[src/rtl/adc_request_scheduler.sv]
// adc_request_scheduler
//   Shares one ADC between NUM_REQ requesters. Requesters are served one at a
//   time in round-robin order. For each conversion the scheduler latches the
//   owner's configuration, pulses the ADC start line, and then waits for the
//   synchronized finish edge or for a timeout. It captures the result and
//   releases the ADC once the finish flag has dropped again.
//
// Ports
//   clk, rst                   clock, asynchronous active-high reset
//   req_in                     per-requester level request
//   req_config_1_in/_2_in      packed 16-bit configs, requester i at [16i+15:16i]
//   grant_out                  one-hot current owner, 0 when idle
//   result_out                 last captured ADC result
//   result_valid_out           one-cycle one-hot result strobe for the owner
//   timeout_err_out            one-cycle pulse when a conversion times out
//   busy_out                   high whenever the scheduler is not idle
//   adc_start_conversion_out   start pulse to the ADC (two cycles)
//   adc_config_1_out/_2_out    config of the current/last owner
//   adc_result_in              ADC result, stable while the finish flag is high
//   adc_conversion_finished_in ADC finish flag (asynchronous)
module adc_request_scheduler #(
   parameter int unsigned NUM_REQ        = 4,
   parameter int unsigned TIMEOUT_CYCLES = 1023
) (
   input  logic                    clk,
   input  logic                    rst,
   input  logic [NUM_REQ-1:0]      req_in,
   input  logic [16*NUM_REQ-1:0]   req_config_1_in,
   input  logic [16*NUM_REQ-1:0]   req_config_2_in,
   output logic [NUM_REQ-1:0]      grant_out,
   output logic [15:0]             result_out,
   output logic [NUM_REQ-1:0]      result_valid_out,
   output logic                    timeout_err_out,
   output logic                    busy_out,
   output logic                    adc_start_conversion_out,
   output logic [15:0]             adc_config_1_out,
   output logic [15:0]             adc_config_2_out,
   input  logic [15:0]             adc_result_in,
   input  logic                    adc_conversion_finished_in
);

   localparam int unsigned PTR_W = $clog2(NUM_REQ);

   typedef enum logic [2:0] {
      S_IDLE,
      S_START,
      S_WAIT,
      S_CAPTURE,
      S_RELEASE
   } state_t;

   state_t               state, state_nxt;
   logic                 fin_s1, fin_s2, fin_s3;
   logic                 fin_edge;
   logic [9:0]           wait_cnt;
   logic                 timeout_hit;
   logic                 start_cnt;
   logic [PTR_W-1:0]     rr_ptr;
   logic [2*NUM_REQ-1:0] req_dbl;
   logic [NUM_REQ-1:0]   req_rot;
   logic                 sel_vld;
   logic [PTR_W-1:0]     sel_off;
   logic [PTR_W-1:0]     sel_idx;

   assign fin_edge    = fin_s2 & ~fin_s3;
   assign timeout_hit = (wait_cnt == 10'(TIMEOUT_CYCLES));

   // Rotate requests so that bit 0 is the requester right after the last
   // grant. The lowest set bit of the rotated vector is then the winner.
   always_comb begin
      req_dbl = {req_in, req_in};
      req_rot = NUM_REQ'(req_dbl >> (rr_ptr + PTR_W'(1)));
      sel_vld = 1'b0;
      sel_off = '0;
      for (int unsigned j = 0; j < NUM_REQ; j++) begin
         if (req_rot[j] && !sel_vld) begin
            sel_vld = 1'b1;
            sel_off = PTR_W'(j);
         end
      end
      sel_idx = rr_ptr + PTR_W'(1) + sel_off;
   end

   always_ff @(posedge clk or posedge rst) begin
      if (rst) state <= S_IDLE;
      else     state <= state_nxt;
   end

   always_comb begin
      state_nxt = state;
      case (state)
         S_IDLE:    if (sel_vld) state_nxt = S_START;
         S_START:   if (start_cnt) state_nxt = S_WAIT;
         S_WAIT: begin
            // The finish edge takes priority over a simultaneous timeout.
            if (fin_edge)         state_nxt = S_CAPTURE;
            else if (timeout_hit) state_nxt = S_RELEASE;
         end
         S_CAPTURE: state_nxt = S_RELEASE;
         S_RELEASE: if (!fin_s2) state_nxt = S_IDLE;
         default:   state_nxt = S_IDLE;
      endcase
   end

   assign busy_out                 = (state != S_IDLE);
   assign adc_start_conversion_out = (state == S_START);
   assign timeout_err_out          = (state == S_WAIT) && !fin_edge && timeout_hit;

   always_ff @(posedge clk or posedge rst) begin
      if (rst) begin
         fin_s1           <= 1'b0;
         fin_s2           <= 1'b0;
         fin_s3           <= 1'b0;
         wait_cnt         <= '0;
         start_cnt        <= 1'b0;
         rr_ptr           <= '1;
         grant_out        <= '0;
         result_out       <= '0;
         result_valid_out <= '0;
         adc_config_1_out <= '0;
         adc_config_2_out <= '0;
      end else begin
         fin_s1           <= adc_conversion_finished_in;
         fin_s2           <= fin_s1;
         fin_s3           <= fin_s2;
         result_valid_out <= '0;
         case (state)
            S_IDLE: begin
               if (sel_vld) begin
                  grant_out        <= NUM_REQ'(1) << sel_idx;
                  rr_ptr           <= sel_idx;
                  adc_config_1_out <= req_config_1_in[16*sel_idx +: 16];
                  adc_config_2_out <= req_config_2_in[16*sel_idx +: 16];
                  start_cnt        <= 1'b0;
               end
            end
            S_START: begin
               start_cnt <= 1'b1;
               if (start_cnt) wait_cnt <= '0;
            end
            S_WAIT: begin
               if (wait_cnt != '1) wait_cnt <= wait_cnt + 10'd1;
            end
            S_CAPTURE: begin
               result_out       <= adc_result_in;
               // A requester that dropped its request gets no strobe.
               result_valid_out <= grant_out & req_in;
            end
            default: ;
         endcase
         if (state_nxt == S_RELEASE) grant_out <= '0;
      end
   end

endmodule

[config.mk]
export PLATFORM = sky130hd
export DESIGN_NAME = adc_request_scheduler
export DESIGN_NICKNAME = d
export VERILOG_FILES = /design/src/rtl/adc_request_scheduler.sv
export SDC_FILE = /design/constraint.sdc
export NUM_CORES = 1
export LEC_CHECK = 0
export ABC_AREA = 1
export BUFFER_PORTS_ARGS = -buffer_cell sky130_fd_sc_hd__buf_4
export CAP_MARGIN = 20
export CORE_MARGIN = 2
export CORE_UTILIZATION = 51
export DETAILED_ROUTE_END_ITERATION = 6
export MAX_ROUTING_LAYER = met4
export PLACE_DENSITY = 0.95
export SYNTH_ARGS = -nofsm -noshare
export SYNTH_HDL_FRONTEND = slang
export SYNTH_SLANG_ARGS = --single-unit
[constraint.sdc]
create_clock -name clk -period 4.4 [get_ports clk]
set_input_delay 0.22 -clock clk [delete_from_list [all_inputs] [get_ports clk]]
set_output_delay 0.22 -clock clk [all_outputs]
set_load 0.005 [all_outputs]
==> impl_metrics.py <==
metrics = {
    "global_route": {
        "grt_util_all_layers": 0.289,
        "grt_remaining_overflow": 0,
        "grt_pass1_wl_um": 21700,
        "antenna_found_initial": 0,
        "grt_max_degree": 76,
        "first_global_vias": 4717,
    },
    "timing": {
        "min_period_over_period": 0.773,
        "worst_pin_slew_ns": 0.983,
        "timing.final.max_slew_violations": 0,
        "slew_headroom": 0.341,
        "hold_violations": 0,
        "setup_tns_ns": 0,
        "fmax_ghz": 0.294,
        "hold_ws_ns": 0.0767,
        "rsz0062_at_grt": "false",
        "fin_crit_ns": 3.40,
        "setup_viol": 0,
        "setup_slack_ns": 0.997,
        "finalClockSkew_ns": 0.0144,
    },
    "setup_path": {
        "crit_family": "simple AND/OR/NAND/NOR gates",
        "critical_path_buf_inv_count": 1,
        "startpoint": "rr_ptr[0]",
        "crit_type": "reg -> reg",
        "rr_worst_depth": 14,
        "slowest_stage": "dfstp_2",
        "r2r_end": "adc_config_1_out[12]",
        "worst_path_most_repeated_cell": "nand2_1",
        "endpoint_kind": "flip-flop",
        "rrSetupSlack_ns": 1.0,
        "path_cells": "inv_2, nand2_1, nand2_1, nand2_1, nand2_2, a31oi_1, nor2_1, ha_4, xor2_2, nand3_2, nand2_4, nand2_1, nand3_1, nand2_1",
        "required_ns": 4.64,
        "cp_slowest_stage_delay_ns": 0.65,
        "setup.worst_path.start_class": "flip-flop",
        "critPathMaxFanout": 36,
        "critical_path_arrival_ns": 3.64,
        "reg2reg_from": "rr_ptr[0]",
    },
    "placed_design": {
        "hpwl_um": 9950,
        "dp_slack_ns": 1.05,
        "placedCellCount": 848,
        "placed_area_mm2": 0.00597,
        "globalplace.congestion": 0.954,
        "portBuffers": 209,
    },
    "clock_network": {
        "cts_resized": 0,
        "htreeDepth": 3,
        "cts_root_buf": "clkbuf_8",
        "cts_buffers": 9,
        "cts_tree": "done",
        "clk_latency_ns": 0.35,
        "cts_max_path_buffers": 2,
        "cts.sinks": 75,
        "clk_pin_slew_ns": 0.08,
        "post_cts_buffers": 0,
    },
    "hold_path": {
        "hp-start": "adc_result_in[6]",
        "hp-class": "in -> reg",
        "hold_end": "result_out[6]",
        "min_path_cells": 3,
    },
    "floorplan": {
        "die_x_um": 97.0,
        "die_area_mm2": 0.00942,
        "initial_core_util": 0.532,
        "core_area_mm2": 0.00830,
        "rows": 33,
        "chipHeight_um": 97.0,
        "io_pins": 210,
    },
    "synthesis": {
        "post_synth.cell_area_avg_um2": 7.88,
        "yosys.area.top_type_share": 0.414,
        "syn_inst": 560,
        "yosys_warnings": 0,
        "synthArstFlopShare": 1.00,
        "syn_nets": 713,
        "netlist_top_cells_area": "dfrtp_1, nand2_1, mux2i_1",
        "yosysSeqAreaShare": 0.426,
        "ys_seq_elements": 75,
        "yosysMostFrequentCell": "nand2_1",
        "synth_top_area_cell": "dfrtp_1",
        "synth_cell_types": 30,
        "synth_common_cells": "nand2_1, nand3_1, dfrtp_1",
        "synth_area_mm2": 0.00441,
        "synth_flop_cell": "dfrtp_1",
        "synth-edff-count": 0,
    },
    "run_status": {
        "status": "finished, final reports clean",
    },
    "pwr": {
        "ir_worst_vdd_mv": 0.716,
        "power_density_mw_per_mm2": 932,
        "power_leakage_nw": 3.52,
    },
    "flow_run": {
        "cap_viol_max_count": 0,
    },
    "routing": {
        "first_pass_iters": 4,
        "wl_per_cell_um": 15.4,
        "drc": 0,
        "num_vias": 4677,
        "postRouteAntennaNets": 0,
        "via_per_inst": 5.41,
        "first_iter_violations": 242,
        "totalWireLength_um": 13300,
    },
    "final_layout": {
        "fin_cells": 865,
        "finalInstanceArea_mm2": 0.00620,
        "diodes": 0,
        "layout.nets": 908,
        "drive_above_1_share": 0.325,
        "fillers": 572,
        "area_delta_synth_final_pct": 40.5,
    },
}
[logic make-up (layout without fill, tap and decap cells)]
kind of cell	Yosys count	after routing	share of synthesized area
muxes	64	64	0.145
and+or+nand+nor	337	337	0.322
xor gates and xnor gates	7	7	0.0156
buffers and inverters	63	263	0.0697
AOI/OAI and AO/OA	12	12	0.0162
adders and majority gates	2	2	0.00567
DFF	75	75	0.426
[repair_timing]
item                                   4_1_cts  5_1_grt
endpoints found under the hold margin        1        0
setup endpoints to repair                    0        0
hold buffers                                 1        0
[worst register-to-register path: stages, from the launching register on]
cell and delay (ns):
dfstp_2 0.65, inv_2 0.16, nand2_1 0.10, nand2_1 0.10
nand2_1 0.11, nand2_2 0.08, a31oi_1 0.15, nor2_1 0.09
ha_4 0.17, xor2_2 0.20, nand3_2 0.58, nand2_4 0.62
nand2_1 0.12, nand3_1 0.11, nand2_1 0.06
[cells in the final DEF (no fill, tap or decap), types with 2 or more instances in the layout]
cell type,synthesis,routed
a21oi_1,3,3
buf_4,7,213
bufinv_16,0,2
clkbuf_1,6,2
clkbuf_8,0,10
clkinv_2,0,2
dfrtp_1,73,73
dfstp_2,2,2
inv_1,30,29
inv_2,3,3
mux2i_1,64,64
nand2_1,224,224
nand2_2,6,6
nand2_4,2,2
nand3_1,76,76
nand4_1,3,3
nor2_1,20,20
nor3_1,3,3
o21ai_0,4,4
xor2_1,6,6
[cell type report]
| type | instances | area (um2) | share of cell area |
|---|---|---|---|
| well taps | 105 | 131 | 0.0212 |
| clock buffers | 12 | 145 | 0.0234 |
| repair buffers | 214 | 1610 | 0.259 |
| clock inverters | 4 | 73.8 | 0.0119 |
| inverters | 33 | 125 | 0.0202 |
| flip-flops and latches | 75 | 1880 | 0.303 |
| multi-input cells | 422 | 2240 | 0.361 |
[state kept, by name, summed over array words and instances, names as in the netlist]
register,cells
rr_ptr,2
adc_config_1_out,16
grant_out,4
start_cnt,1
result_valid_out,4
state,3
fin_s3,1
result_out,16
wait_cnt,10
adc_config_2_out,16
fin_s1,1
fin_s2,1
[metal layers]
layer / vias up / global-route usage / part of all wire
li1: 2195 / - / -
met3: 46 / 0.0600 / 0.074
met2: 262 / 0.501 / 0.51
met5: - / - / 0
met4: 0 / 0.0964 / 0.030
met1: 2174 / 0.335 / 0.38
[how the worst max path moves through the flow]
stage | endpoint | depth (start not counted)
CTS | grant_out[1] | 14
finish | adc_config_1_out[12] | 14
global placement | grant_out[1] | 14
global route | adc_config_1_out[13] | 14
detailed placement | adc_config_2_out[3] | 14
floorplan | adc_config_1_out[0] | 14
[power breakdown]
part / total, mW / internal [mW] / switching [mW] / leakage, nW
Clock: 0.582 / 0.336 / 0.247 / 0.111
Combinational: 4.01 / 1.65 / 2.36 / 2.47
Sequential: 1.19 / 0.999 / 0.193 / 0.938
[stage by stage]
stage | util | power (mW)
2_1_floorplan | - | 4.24
3_3_place_gp | 0.720 | 5.00
3_5_place_dp | 0.720 | 5.18
4_1_cts | 0.747 | 5.77
5_1_grt | 0.747 | 6.26
6_report | 0.747 | 5.78
No activity file was read; power rests on OpenSTA's default activity.
